`src/rtl/mc_control_fsm.sv`:
```
`default_nettype none
// ============================================================================
//  Module      : mc_control_fsm
//  Description : Multi-cycle control sequencer for the 16-bit, 4-register MIPS
//                datapath. It stalls on the memory ready handshake and halts on
//                an undefined opcode or a memory timeout. When the macro
//                MC_CONTROL_INSTR_COUNT_EN is defined, the block also has a
//                retired-instruction counter.
//  Revision    : 1.0 - initial release
// ============================================================================
module mc_control_fsm #(
    parameter int TIMEOUT = 15,
    parameter int CNT_W   = 16
) (
    input  logic             clock,
    input  logic             reset,
    input  logic [3:0]       opcode,
    input  logic             zero,
    input  logic             mem_ready,
`ifdef MC_CONTROL_INSTR_COUNT_EN
    output logic [CNT_W-1:0] retired,
`endif
    output logic [3:0]       state,
    output logic             halted,
    output logic             pc_we,
    output logic             pc_src,
    output logic             iord,
    output logic             mem_req,
    output logic             mem_we,
    output logic             ir_we,
    output logic             reg_dst,
    output logic             mem_to_reg,
    output logic             reg_we,
    output logic             alu_src_a,
    output logic [1:0]       alu_src_b,
    output logic [3:0]       alu_ctl
);

    typedef enum logic [3:0] {
        S_RST    = 4'd0,
        S_FETCH  = 4'd1,
        S_DECODE = 4'd2,
        S_EXEC   = 4'd3,
        S_RWB    = 4'd4,
        S_IEXEC  = 4'd5,
        S_IWB    = 4'd6,
        S_MEMADR = 4'd7,
        S_MEMRD  = 4'd8,
        S_MEMWB  = 4'd9,
        S_MEMWR  = 4'd10,
        S_BRANCH = 4'd11,
        S_HALT   = 4'd15
    } state_t;

    typedef struct packed {
        logic       halted;
        logic       pc_src;
        logic       iord;
        logic       mem_req;
        logic       mem_we;
        logic       reg_dst;
        logic       mem_to_reg;
        logic       reg_we;
        logic       alu_src_a;
        logic [1:0] alu_src_b;
        logic [3:0] alu_ctl;
    } ctl_t;

    localparam int              WAIT_W      = (TIMEOUT > 1) ? $clog2(TIMEOUT) : 1;
    localparam logic [WAIT_W-1:0] c_WAIT_LAST = WAIT_W'((TIMEOUT > 0) ? TIMEOUT - 1 : 0);

    localparam logic [3:0] c_ALU_ADD  = 4'b0010;
    localparam logic [3:0] c_ALU_SUB  = 4'b0110;

    state_t              r_state;
    state_t              w_next;
    ctl_t                r_ctl;
    logic [WAIT_W-1:0]   r_wait;
    logic                w_wait_st;
    logic                w_timeout;
    logic                w_br_take;
    logic                w_fetch_done;

    function automatic logic [3:0] f_alu(input logic [3:0] op);
        logic [3:0] v;
        case (op)
            4'd0:    v = 4'b0010;
            4'd1:    v = 4'b0110;
            4'd2:    v = 4'b0000;
            4'd3:    v = 4'b0001;
            4'd4:    v = 4'b1100;
            4'd5:    v = 4'b1101;
            4'd6:    v = 4'b0111;
            default: v = 4'b0010;
        endcase
        return v;
    endfunction

    // Control word for the state being entered; opcode is stable from DECODE on.
    function automatic ctl_t f_ctl(input state_t s, input logic [3:0] op);
        ctl_t c;
        c = '0;
        case (s)
            S_FETCH: begin
                c.mem_req   = 1'b1;
                c.alu_src_b = 2'b01;
                c.alu_ctl   = c_ALU_ADD;
            end
            S_DECODE: begin
                c.alu_src_b = 2'b11;
                c.alu_ctl   = c_ALU_ADD;
            end
            S_EXEC: begin
                c.alu_src_a = 1'b1;
                c.alu_ctl   = f_alu(op);
            end
            S_RWB: begin
                c.reg_we  = 1'b1;
                c.reg_dst = 1'b1;
            end
            S_IEXEC, S_MEMADR: begin
                c.alu_src_a = 1'b1;
                c.alu_src_b = 2'b10;
                c.alu_ctl   = c_ALU_ADD;
            end
            S_IWB: c.reg_we = 1'b1;
            S_MEMRD: begin
                c.mem_req = 1'b1;
                c.iord    = 1'b1;
            end
            S_MEMWB: begin
                c.reg_we     = 1'b1;
                c.mem_to_reg = 1'b1;
            end
            S_MEMWR: begin
                c.mem_req = 1'b1;
                c.mem_we  = 1'b1;
                c.iord    = 1'b1;
            end
            S_BRANCH: begin
                c.alu_src_a = 1'b1;
                c.alu_ctl   = c_ALU_SUB;
                c.pc_src    = 1'b1;
            end
            S_HALT:  c.halted = 1'b1;
            default: c = '0;
        endcase
        return c;
    endfunction

    always_comb begin
        w_wait_st = (r_state == S_FETCH) || (r_state == S_MEMRD) || (r_state == S_MEMWR);
        // A ready in the last allowed cycle still wins over the timeout.
        w_timeout = (TIMEOUT != 0) && w_wait_st && !mem_ready && (r_wait == c_WAIT_LAST);
        w_br_take = ((opcode == 4'b1010) && zero) || ((opcode == 4'b1011) && !zero);
        w_next    = r_state;
        case (r_state)
            S_RST:    w_next = S_FETCH;
            S_FETCH: begin
                if (mem_ready)      w_next = S_DECODE;
                else if (w_timeout) w_next = S_HALT;
            end
            S_DECODE: begin
                if (opcode <= 4'd6)       w_next = S_EXEC;
                else if (opcode == 4'd7)  w_next = S_IEXEC;
                else if (opcode <= 4'd9)  w_next = S_MEMADR;
                else if (opcode <= 4'd11) w_next = S_BRANCH;
                else                      w_next = S_HALT;
            end
            S_EXEC:   w_next = S_RWB;
            S_RWB:    w_next = S_FETCH;
            S_IEXEC:  w_next = S_IWB;
            S_IWB:    w_next = S_FETCH;
            S_MEMADR: w_next = (opcode == 4'b1000) ? S_MEMRD : S_MEMWR;
            S_MEMRD: begin
                if (mem_ready)      w_next = S_MEMWB;
                else if (w_timeout) w_next = S_HALT;
            end
            S_MEMWB:  w_next = S_FETCH;
            S_MEMWR: begin
                if (mem_ready)      w_next = S_FETCH;
                else if (w_timeout) w_next = S_HALT;
            end
            S_BRANCH: w_next = S_FETCH;
            S_HALT:   w_next = S_HALT;
            default:  w_next = S_HALT;
        endcase
    end

    always_ff @(negedge clock or posedge reset) begin
        if (reset) begin
            r_state <= S_RST;
            r_ctl   <= '0;
            r_wait  <= '0;
        end else begin
            r_state <= w_next;
            r_ctl   <= f_ctl(w_next, opcode);
            if (w_next != r_state)
                r_wait <= '0;
            else if (w_wait_st && !mem_ready && (TIMEOUT != 0))
                r_wait <= r_wait + 1'b1;
        end
    end

`ifdef MC_CONTROL_INSTR_COUNT_EN
    logic [CNT_W-1:0] r_retired;
    logic             w_retire;

    always_comb begin
        w_retire = (w_next == S_FETCH) &&
                   ((r_state == S_RWB) || (r_state == S_IWB) || (r_state == S_MEMWB) ||
                    (r_state == S_MEMWR) || (r_state == S_BRANCH));
    end

    always_ff @(negedge clock or posedge reset) begin
        if (reset)
            r_retired <= '0;
        else if (w_retire)
            r_retired <= r_retired + 1'b1;
    end

    assign retired = r_retired;
`endif

    // Handshake- and flag-qualified enables must follow the inputs within the cycle.
    assign w_fetch_done = (r_state == S_FETCH) && mem_ready;

    assign state      = r_state;
    assign halted     = r_ctl.halted;
    assign ir_we      = w_fetch_done;
    assign pc_we      = w_fetch_done || ((r_state == S_BRANCH) && w_br_take);
    assign pc_src     = r_ctl.pc_src;
    assign iord       = r_ctl.iord;
    assign mem_req    = r_ctl.mem_req;
    assign mem_we     = r_ctl.mem_we;
    assign reg_dst    = r_ctl.reg_dst;
    assign mem_to_reg = r_ctl.mem_to_reg;
    assign reg_we     = r_ctl.reg_we;
    assign alu_src_a  = r_ctl.alu_src_a;
    assign alu_src_b  = r_ctl.alu_src_b;
    assign alu_ctl    = r_ctl.alu_ctl;

endmodule
`default_nettype wire

```
`config.mk`:
```
export PLATFORM = sky130hd
export DESIGN_NAME = mc_control_fsm
export DESIGN_NICKNAME = d
export VERILOG_FILES = /design/src/rtl/mc_control_fsm.sv
export SDC_FILE = /design/constraint.sdc
export NUM_CORES = 1
export LEC_CHECK = 0
export CAP_MARGIN = 10
export CELL_PAD_IN_SITES_DETAIL_PLACEMENT = 1
export CELL_PAD_IN_SITES_GLOBAL_PLACEMENT = 1
export CORE_ASPECT_RATIO = 1.5
export CORE_MARGIN = 2
export CORE_UTILIZATION = 36
export CTS_BUF_LIST = sky130_fd_sc_hd__clkbuf_4
export CTS_CLUSTER_DIAMETER = 60
export DETAILED_ROUTE_END_ITERATION = 6
export GPL_TIMING_DRIVEN = 0
export PLACE_DENSITY_LB_ADDON = 0.1
export SYNTH_ARGS = -nofsm -noshare
export SYNTH_HDL_FRONTEND = slang
export SYNTH_SLANG_ARGS = --single-unit
```
`constraint.sdc`:
```
create_clock -name clock -period 2.2 [get_ports clock]
set_input_delay 0.44 -clock clock [delete_from_list [all_inputs] [get_ports clock]]
set_output_delay 0.44 -clock clock [all_outputs]
set_load 0.005 [all_outputs]
```
==> qor.csv <==
stage;metric;value;unit
synth;syn_inst;135;
synth;synth-seq-area-share;0.429;
synth;synth_top_area_frac;0.429;
synth;synth_flop_cell;dfrtn_1;
sta;setup_ws;-0.882;ns
sta;final-setup-viol-count;39;
synth;syn_avg_cell_area;9.94;µm²
die;die_area;4240;µm²
critical_path;arrival;2.64;ns
die;die_w;53.8;µm
global_routing;grt_pass1_vias;1487;
place;routabilityCongestion;0.872;
finish;n_fill_cell;381;
sta;tightest_slew;0.487;ns
detailed_routing;drt_wl_total;5.39;mm
finish;area_growth;67.9;%
die;core_area;3610;µm²
critical_path;path_max_fanout;9;
worst_hold_path;hold_class;reg -> reg;
detailed_routing;dr.pass1.iters;4;
status;violations;setup timing;
synth;synth_enable_flop_cells;0;
power;max-vdd-ir-drop;792;µV
critical_path;cp-end-kind;primary output;
global_routing;antenna_found_initial;0;
power;clkPwrFrac;0.065;
cts;clock_latency;0.32;ns
power;combinationalPowerShare;0.734;
die;rows;27;
flow_run;cap_violations;0;
synth;syn_area;1340;µm²
synth;synth_seq_cells;23;
detailed_routing;postRouteAntennaNets;0;
power;powerDensity;1430;nW/µm²
power;p_seq_frac;0.200;
finish;final_util;0.623;
critical_path;cp.required;1.76;ns
global_routing;overflow;0;
detailed_routing;vias;1384;
detailed_routing;drc;0;
place;pre_cts_ws;-1.26;ns
place;dp_hpwl;2.66;mm
cts;hold_buffers;0;
die;io_pins;29;
power;p_switching;1.43;mW
sta;finalHoldViolCount;0;
finish;layout_commonest_cell;buf_4;
detailed_routing;drt_iter0_drc;19;
power;p_sw_frac;0.446;
sta;rsz0062_at_grt;true;
finish;antenna_cells;0;
power;p_int;1.78;mW
status;run_status;finished with violations;
finish;fin_nets;209;
power;p_leak;1.03;nW
detailed_routing;wire_per_inst;22.4;µm
sta;fin_worst_skew;0.0165;ns
die;start_util;0.371;
global_routing;grt_pass1_wl;7.60;mm
critical_path;reg2reg_slack;-0.14;ns
finish;drive_gt1_frac;0.611;
sta;slew_headroom;0.675;
cts;path_clk_slew;0.10;ns
critical_path;criticalPathCategory;reg -> out;
synth;synthArstFlopShare;1.00;
cts;htreeDepth;1;
sta;slew_violations;0;
global_routing;grt_max_degree;24;
synth;yosys_warnings;0;
place;port-buffer-count;24;
detailed_routing;routed_via_density;5.74;
critical_path;cp-start-kind;flop;
synth;synth.net_count;145;
cts;cts_tree;done;
synth;ys_top_cells_by_area;dfrtn_1 (43%), nand3_1 (3.0%), nand2_1 (2.5%);
synth;yosysTopAreaCell;dfrtn_1;
die;die_h;78.8;µm
cts;cts_buffers;3;
finish;mostFrequentLayoutCells;buf_4 (28), dfrtn_1 (23), buf_2 (18);
synth;ys_types;54;
cts;cts_buffer_depth;2;
cts;cts_root_buf;clkbuf_4;
cts;cts_sinks;23;
global_routing;track_usage;0.248;
[metal layers]
metal | track usage | wire length (µm) | up-vias
met5 | 0 | 0 | -
met4 | 0.131 | 336 | 0
met3 | 0.0244 | 160 | 26
met2 | 0.426 | 2860 | 46
met1 | 0.290 | 2030 | 702
li1 | - | - | 610
[worst paths after layout]
kind                                  startpoint                     to  cells after the start
max in group asynchronous                  reset      reg_dst$_DFF_NP0_                      2
min in group asynchronous                  reset     state[0]$_DFF_NP0_                      2
setup / recovery              state[1]$_DFF_NP0_                  pc_we                      5
setup reg to reg              state[0]$_DFF_NP0_  r_wait[1]$_DFFE_NP0P_                      8
hold / removal             r_wait[3]$_DFFE_NP0P_  r_wait[3]$_DFFE_NP0P_                      2
hold reg to reg            r_wait[3]$_DFFE_NP0P_  r_wait[3]$_DFFE_NP0P_                      2
[power groups by stage]
| stage | Combinational [mW] | Clock (mW) | Sequential, mW |
|---|---|---|---|
| final | 2.36 | 0.210 | 0.644 |
| after global routing | 2.48 | 0.229 | 0.657 |
| after CTS | 1.98 | 0.200 | 0.639 |
| after detailed placement | 1.37 | 0 | 0.674 |
| after global placement | 1.35 | 0 | 0.661 |
| after floorplan | 0.888 | 0 | 0.657 |
[Yosys cell counts (2+ instances only)]
cell,count
a211oi_2,2
xor2_1,3
nand2_1,9
and3_1,2
a21oi_1,5
ha_1,2
a31oi_1,2
and2_1,2
nand4b_1,2
nand3_1,8
dfrtn_1,23
nor2_1,8
buf_2,5
inv_1,6
a2111oi_0,2
xnor2_1,2
nor3_1,3
clkbuf_1,4
nand2b_1,4
o21a_1,3
nand4_1,3
inv_2,2
o21ai_0,2
[logic make-up (layout without fill, tap and decap cells)]
family,Yosys count,in the layout,share of synthesized area
multiplexers,1,1,0.00839
XOR/XNOR,5,5,0.0327
buffers and inverters,17,80,0.0522
flip-flops,23,23,0.429
adder cells (fa/ha/maj),2,2,0.0187
AND/OR/NAND/NOR,56,56,0.249
AO/OA/AOI/OAI,31,31,0.210
[repair_timing]
| action | 4_1_cts | 5_1_grt |
|---|---|---|
| setup buffers | 29 | 8 |
| endpoints found under the hold margin | 0 | 0 |
| gates resized for setup | 135 | 20 |
| gates cloned | 1 | 0 |
| pin swaps | 14 | 10 |
| setup endpoints to repair | 40 | 63 |
[layout make-up]
class                           instances  area [µm²]  share of cell area
Timing Repair Buffer                   60         477               0.212
Clock buffer                            3        22.5              0.0100
Sequential cell                        23         576               0.256
Multi-Input combinational cell         95         953               0.423
Buffer                                  8         124              0.0550
Tap cell                               43        53.8              0.0239
Clock inverter                          1        5.00             0.00222
Inverter                                8        41.3              0.0183
[stage by stage]
step                      setup TNS [ns]  cells  power [mW]  hold WS, ns  cell area, µm²
after floorplan                   -11.42    135        1.55        0.485            1430
after global placement            -33.63    202        2.01        0.508            1720
after detailed placement          -35.22    202        2.04        0.516            1720
after CTS                         -10.54    234        2.82        0.523            2090
after global routing              -12.69    241        3.36        0.552            2250
final                             -11.63    241        3.21        0.519            2250
[worst max-delay path, cell delays in order, from the launching register on]
cell and delay [ns]:
dfrtn_1 0.51, buf_6 0.15, buf_4 0.17, nand4_1 0.12, o21ai_2 0.14, buf_2 0.13
Note: power is estimated with default switching activity, not from simulation.
